## src/rtl/dram_rr_arbiter.sv

```systemverilog
// dram_rr_arbiter
// Shares one single-port data RAM (registered 1-cycle read) between
// N_CORES core requesters and one external loader/debug port. The external
// port always wins; cores are served round-robin starting after the last
// core granted. All memory strobes, address/data and acknowledges are
// registered; read data is passed straight through from the RAM.
//
// Ports
//   clock, reset_n               system clock, synchronous active-low reset
//   core_req/we/addr/wdata       per-core request (packed, core i at i*W)
//   core_ack, core_rdata         per-core completion pulse, shared read data
//   ext_req/we/addr/wdata        external port request
//   ext_ack, ext_rdata           external completion pulse and read data
//   mem_write_en, mem_read_en    RAM strobes
//   mem_addr, mem_data_in        RAM address and write data
//   mem_data_out                 RAM read data (one cycle after mem_read_en)
//   busy                         high whenever an access is in flight
//
// state  | meaning
// IDLE   | arbitrate; latch winner into mem_* registers
// ACCESS | strobes on the RAM; write ack pulses here
// RDATA  | RAM data valid; read ack pulses here
module dram_rr_arbiter #(
  parameter int N_CORES = 4,
  parameter int ADDR_W  = 9,
  parameter int DATA_W  = 16
) (
  input  logic                        clock,
  input  logic                        reset_n,
  input  logic [N_CORES-1:0]          core_req,
  input  logic [N_CORES-1:0]          core_we,
  input  logic [N_CORES*ADDR_W-1:0]   core_addr,
  input  logic [N_CORES*DATA_W-1:0]   core_wdata,
  output logic [N_CORES-1:0]          core_ack,
  output logic [DATA_W-1:0]           core_rdata,
  input  logic                        ext_req,
  input  logic                        ext_we,
  input  logic [ADDR_W-1:0]           ext_addr,
  input  logic [DATA_W-1:0]           ext_wdata,
  output logic                        ext_ack,
  output logic [DATA_W-1:0]           ext_rdata,
  output logic                        mem_write_en,
  output logic                        mem_read_en,
  output logic [ADDR_W-1:0]           mem_addr,
  output logic [DATA_W-1:0]           mem_data_in,
  input  logic [DATA_W-1:0]           mem_data_out,
  output logic                        busy
);

  localparam int PTR_W = (N_CORES > 1) ? $clog2(N_CORES) : 1;

  typedef enum logic [1:0] {IDLE, ACCESS, RDATA} state_t;

  state_t               state_q, state_d;
  logic [PTR_W-1:0]     ptr_q, ptr_d;
  logic [PTR_W-1:0]     win_q, win_d;
  logic                 ext_sel_q, ext_sel_d;
  logic                 mem_we_q, mem_we_d;
  logic                 mem_re_q, mem_re_d;
  logic [ADDR_W-1:0]    addr_q, addr_d;
  logic [DATA_W-1:0]    din_q, din_d;
  logic [N_CORES-1:0]   core_ack_q, core_ack_d;
  logic                 ext_ack_q, ext_ack_d;
  logic                 found;
  logic [PTR_W-1:0]     cand;

  always_comb begin
    state_d    = state_q;
    ptr_d      = ptr_q;
    win_d      = win_q;
    ext_sel_d  = ext_sel_q;
    mem_we_d   = 1'b0;
    mem_re_d   = 1'b0;
    addr_d     = addr_q;
    din_d      = din_q;
    core_ack_d = '0;
    ext_ack_d  = 1'b0;
    found      = 1'b0;
    cand       = '0;
    case (state_q)
      IDLE: begin
        if (ext_req) begin
          ext_sel_d = 1'b1;
          mem_we_d  = ext_we;
          mem_re_d  = !ext_we;
          addr_d    = ext_addr;
          din_d     = ext_wdata;
          // write ack is registered to coincide with the ACCESS cycle
          ext_ack_d = ext_we;
          state_d   = ACCESS;
        end else begin
          // search ptr+1, ptr+2, ... so the last winner is considered last
          for (int k = 1; k <= N_CORES; k++) begin
            cand = PTR_W'((int'(ptr_q) + k) % N_CORES);
            if (!found && core_req[cand]) begin
              found = 1'b1;
              win_d = cand;
            end
          end
          if (found) begin
            ext_sel_d         = 1'b0;
            ptr_d             = win_d;
            mem_we_d          = core_we[win_d];
            mem_re_d          = !core_we[win_d];
            addr_d            = core_addr[win_d*ADDR_W +: ADDR_W];
            din_d             = core_wdata[win_d*DATA_W +: DATA_W];
            core_ack_d[win_d] = core_we[win_d];
            state_d           = ACCESS;
          end
        end
      end
      ACCESS: begin
        if (mem_we_q) begin
          state_d = IDLE;
        end else begin
          state_d = RDATA;
          if (ext_sel_q) ext_ack_d = 1'b1;
          else           core_ack_d[win_q] = 1'b1;
        end
      end
      RDATA:   state_d = IDLE;
      default: state_d = IDLE;
    endcase
  end

  always_ff @(posedge clock) begin
    if (!reset_n) begin
      state_q    <= IDLE;
      ptr_q      <= PTR_W'(N_CORES - 1);
      win_q      <= '0;
      ext_sel_q  <= 1'b0;
      mem_we_q   <= 1'b0;
      mem_re_q   <= 1'b0;
      addr_q     <= '0;
      din_q      <= '0;
      core_ack_q <= '0;
      ext_ack_q  <= 1'b0;
    end else begin
      state_q    <= state_d;
      ptr_q      <= ptr_d;
      win_q      <= win_d;
      ext_sel_q  <= ext_sel_d;
      mem_we_q   <= mem_we_d;
      mem_re_q   <= mem_re_d;
      addr_q     <= addr_d;
      din_q      <= din_d;
      core_ack_q <= core_ack_d;
      ext_ack_q  <= ext_ack_d;
    end
  end

  assign mem_write_en = mem_we_q;
  assign mem_read_en  = mem_re_q;
  assign mem_addr     = addr_q;
  assign mem_data_in  = din_q;
  assign core_ack     = core_ack_q;
  assign ext_ack      = ext_ack_q;
  assign core_rdata   = mem_data_out;
  assign ext_rdata    = mem_data_out;
  assign busy         = (state_q != IDLE);

endmodule

```

## config.mk

```make
export PLATFORM = sky130hd
export DESIGN_NAME = dram_rr_arbiter
export DESIGN_NICKNAME = d
export VERILOG_FILES = /design/src/rtl/dram_rr_arbiter.sv
export SDC_FILE = /design/constraint.sdc
export NUM_CORES = 1
export LEC_CHECK = 0
export ABC_AREA = 1
export CAP_MARGIN = 20
export CORE_UTILIZATION = 38
export CTS_BUF_LIST = sky130_fd_sc_hd__clkbuf_8
export DETAILED_ROUTE_END_ITERATION = 7
export PLACE_DENSITY_LB_ADDON = 0.08
export SYNTH_ARGS = -nofsm -noshare
export SYNTH_HDL_FRONTEND = slang
export SYNTH_SLANG_ARGS = --single-unit
```

## constraint.sdc

```tcl
create_clock -name clock -period 2.69 [get_ports clock]
set_input_delay 0.6725 -clock clock [delete_from_list [all_inputs] [get_ports clock]]
set_output_delay 0.6725 -clock clock [all_outputs]
set_load 0.01 [all_outputs]
```

After elaboration in Yosys (flattened, before gate mapping)
Cells that the tools add are included.

operators by class
  add/sub/neg operators = 4
  multiply operators = 1
  order comparisons = 8
  eq/ne operators = 2
  shift operators = 2
  muxes and demuxes = 55
  bitwise operators = 2
  reductions and logical operators = 17

operators with widths
  kind                   count
  $shiftx A64 B7 Y16     1
  $shiftx A36 B7 Y9      1
  $mux W16               2
  $mux W1                28
  $lt A2 B3 Y1 const B   6
  $mux W2                9
  $mux W9                2
  $mux W4                4
  $bmux W1 S2            5
  $pmux W4 S2            1
  $mul A2 B4 Y6 const B  1
  $reduce_and A2 Y1      3
  $logic_and A1 B1 Y1    5
  $logic_not A1 Y1       5
  $add A2 B1 Y2 const B  2
  $add A2 B2 Y2 const B  2
  $and A4 B4 Y4          1
  $demux W1 S2           2
  $ge A2 B1 Y1 const B   2
  $pmux W2 S2            1
  $reduce_bool A2 Y1     2
  $ne A3 B3 Y1 const B   1
  $reduce_and A3 Y1      1
  $eq A2 B1 Y1 const B   1
  other kinds (3)        3

storage, ports and cells
  bits in registers = 39
  output and inout port bits = 65
  word-level logic and storage cells = 101

Depth between registers and ports, before layout
  depth after elaboration = 29
  gate-level depth with buffers = 19

Worst setup path after synthesis
Ideal clock, no wire load.

  kind = input -> register
  start = input core_req[3]
  end = register din_q[12], in the netlist mem_data_in[12]
  arrival time = 1.992 ns
  data required time = 2.558 ns
  path slack = 0.566 ns
  cell stages on the path = 16
  cells stage by stage = nand2_1 nand2_1 nand2_1 nand2_2 nor2_8 nand2_2 nand3_1 nand3_1 o21ai_2 inv_2 buf_4 buf_4 nand2_1 nand3_1 nand2_1 a21oi_1

on the way
  cells in the longest elaborated chain, start to end = 23
  elaborated cells on any way between the ends = 37
  classes of those cells = 1 x shift; 28 x mux; 8 x reduce/logical

RTL lines
  element                        RTL line  source
  start: declaration             30        input logic [N_CORES-1:0] core_req,
  $bmux W1 S2                    95        if (!found && core_req[cand]) begin
  $mux W1 (not written as such)  95
  $mux W1                        95
  $mux W1                        82        if (ext_req) begin
  $mux W1                        80        case (state_q)
  $logic_not A1 Y1               95
  $logic_and A1 B1 Y1            95
  $mux W1                        95
  (+7 left out)                  n/a
  $logic_not A1 Y1               95
  $logic_and A1 B1 Y1            95
  $mux W2                        95
  $mux W2                        82
  $mux W2                        80
  $shiftx A64 B7 Y16             106       din_d = core_wdata[win_d*DATA_W +: DATA_W];
  $mux W16                       100       if (found) begin
  $mux W16                       82
  end signal: assignment         146       din_q <= din_d;
  end: declaration               61        logic [DATA_W-1:0] din_q, din_d;

Parallel ways exist; a longest one is shown, timed or not. The select of a mux whose other input is x is not followed.
A chain may end at the register's enable or synchronous reset.

Final worst setup path
  start = input core_req[3]
  end = register din_q[4], in the netlist mem_data_in[4]

The elaborated chain is that of the path after synthesis.

==> impl_results.md <==
- Synth Instances: 596
- DP Worst Slack: -129.7 ps
- Netlist Area Pre-Place: ~0.0033 mm²
- CP endpoint kind: register
- Fillers: 777
- Clock Pin Slew Worst Setup and Hold Paths: about 90 ps
- Post-synth top area cell: nand2_1
- I/O Pins: between 200 and 250
- Antenna viol nets, final: 0
- Setup violation total in the final timing report: 0
- H-tree lvl count: 2
- Vias in the first global route: 3649
- Fin. max-slew vios: 0
- Unrepaired setup endpoints after global routing: false
- Pleak: around 2.4 nW
- CTS max path bufs: 2
- CP arrival: roughly 2700 ps
- Full die area: around 0.0091 mm²
- Syn_nets: between 700 and 800
- Worst-Skew Late Latency: ~300 ps
- Crit path cell chain: clkdlybuf4s50_1 -> nand2_1 -> nand2_1 -> nand2_1 -> nand2_2 -> nor2_8 -> nand4_2 -> buf_4 -> buf_12 -> nand3_1 -> nand2_1 -> nand2_1 -> nand3_1 -> nand2_1 -> a21oi_1
- Area of the core: around 0.0083 mm²
- CTS resizes: 0
- Setup CP Type: primary input to register
- Clock Sinks: 39
- Top-area cell type share of the netlist area: ~28%
- Status: completed
- RD Place Congestion: about 0.87
- Num CTS Buffers: 5
- Row cnt: 33
- Initial antenna violation count: 0
- DRC errors left: 0
- Detailed Place HPWL: 8522 µm
- Global Route Usage Sum: a little under a quarter
- Largest family of logic cells by synthesized area: simple AND/OR/NAND/NOR gates
- Worst Setup Slack, final: around 200 ps
- Crit path launch type: primary input
- Post-synthesis adder-cell area fraction: 0%
- Final nets: between 800 and 900
- Power, Total: ~5.4 mW
- Maximum vdd drop: roughly 0.55 mV
- Layout area overhead: 55.82%
- Top FF cell, synth: dfxtp_1
- Slowest stage cell, crit path: clkdlybuf4s50_1
- Slowest stage delay, CP: roughly 420 ps
- Die height: about 96 µm
- Via count: slightly above 4000
- Ys Warns: 0
- Routed wire per std cell: 13.34 µm
- Fin Clk Skew: 9.324 ps
- Global-route wire length before repair: 16770 µm
- # Max-Cap Violations: 0
- Cell area power density: a little over 1000 mW/mm²
- Post-synth EDFFs: 0
- Post-synthesis compound-gate area fraction: under 10%
- CTS tree: done
- Antenna diodes: 0
- Worst slew margin: just under 70%
- Register bit total from synthesis: 39
- Post-synth ARST share: 0%
- Final WL: 11160 µm
- Starting Density: about two fifths
- Final worst-path cycle share: between 90% and 100%
- Via density: 4.953
- Fmax: between 400 and 500 MHz
- Post-synthesis sequential area ratio: 23.50%
- Final hold vios: 0
- Pin count of the biggest net entering global routing: 43
- CP dominant cell by count: nand2_1
- Chip width: between 90 and 100 µm
- Gr ovfl total: 0
- Syn Area/Cell: 5.574 µm²
- Count of cell types in the netlist: 27
- Total negative slack: 0 ps
- Clock root cell: clkbuf_8
- Setup Buffers After CTS: 0
- DRT Pass-1 Iters: 4
- WP data required: 2880 ps
- Slew of the pin with the lowest slew margin: between 400 and 500 ps
- Period minus WS final: between 2000 and 2500 ps
- Top post-synthesis cells by area: nand2_1 28%, dfxtp_1 24%, nand3_1 13%, buf_4 8.1%, nor2_1 6.8%
- Hold Crit Class: register to register
- # port buffers: approximately 170
- Number of DRC markers in iteration 0: 176
- Crit Path Max Fanout: 17
- XOR/XNOR Fraction of Synth Area: 0%
- Simple-Gate Fraction of Synth Area: between 50% and 60%
- Cts-stage hold buffer count: 0
- Mux share of post-synthesis cell area: 0%
- Fraction of layout cells with a size suffix above 1: roughly 7.5%
==> cell type report <==
cell class / instances / area, µm² / share of cell area [%]
sequential: 39 / 780.7 / 15.08
clock buffer: 5 / 68.82 / 1.329
clock inverter: 3 / 43.79 / 0.8460
tap: 105 / 131.4 / 2.538
inverter: 27 / 101.3 / 1.958
timing repair buffer: 195 / 2021 / 39.04
multi-input combinational: 462 / 2029 / 39.21
==> metal layers <==
metal  part of all wire (%)  global-route usage [%]
met2                     49                   40.12
met5                      0                       0
met4                    1.0                   5.846
met3                    7.6                   4.466
met1                     43                   30.18
==> registers in the layout (all words and copies together), names as in the netlist <==
signal,cells
mem_addr,9
state_q,2
mem_data_in,16
core_ack,4
mem_write_en,1
ext_sel_q,1
ext_ack,1
win_q,2
mem_read_en,1
ptr_q,2
==> synth_stat cells (2+ instances only) <==
cell type	number
a21oi_1	34
inv_2	7
inv_1	18
nand3_1	87
nand2_2	6
nor2_1	60
buf_2	7
dfxtp_1	39
nand4_1	10
o21ai_1	4
buf_6	5
buf_4	36
o21ai_0	2
clkbuf_1	19
clkinv_1	2
nand2_1	249
==> power by group <==
part	internal (mW)	switching, mW	leakage (nW)
clock	0.277	0.232	0.0581
combinational	1.76	2.26	2.02
sequential	0.748	0.0989	0.322
total	2.78	2.59	2.40
==> layout by cell type, fill, tap and decap left out, types with 4 or more instances in the layout <==
master,n
nand2_1,247
a21oi_1,34
inv_1,18
buf_4,15
nand4_1,10
inv_2,7
nand2_2,7
clkbuf_8,5
dfxtp_1,39
buf_12,9
nor2_1,60
clkdlybuf4s50_1,169
nand3_1,87
o21ai_1,4
==> kinds of logic after synthesis <==
kind of cell           Yosys count
flip-flops                      39
AO/OA/AOI/OAI                   43
buffers and inverters           95
AND/OR/NAND/NOR                419
==> final timing paths <==
path,start,end,slack (ps),cells after the start
worst max register to register,ptr_q[1],mem_data_in[4],420,15
worst max-delay path,core_req[3],mem_data_in[4],200,15
worst min-delay path,mem_addr[4],mem_addr[4],460,2
worst min register to register,mem_addr[4],mem_addr[4],460,2
==> critical path, delay by kind of cell <==
kind / cells / cell delay [ps]
and+or+nand+nor: 11 / 1130
buffers and inverters: 3 / 810
AOI/OAI and AO/OA: 1 / 60
==> per-stage QoR <==
stage	hold slack [ps]	cells	util, %	area (µm²)
global placement	448.8	827	60.08	5011
CTS	466.6	835	61.43	5124
global route	474.5	836	62.06	5176
detailed placement	453.5	827	60.08	5011
finish	463.9	836	62.06	5176
floorplan	457.9	596	-	3322
No activity file was read; power rests on OpenSTA's default activity.
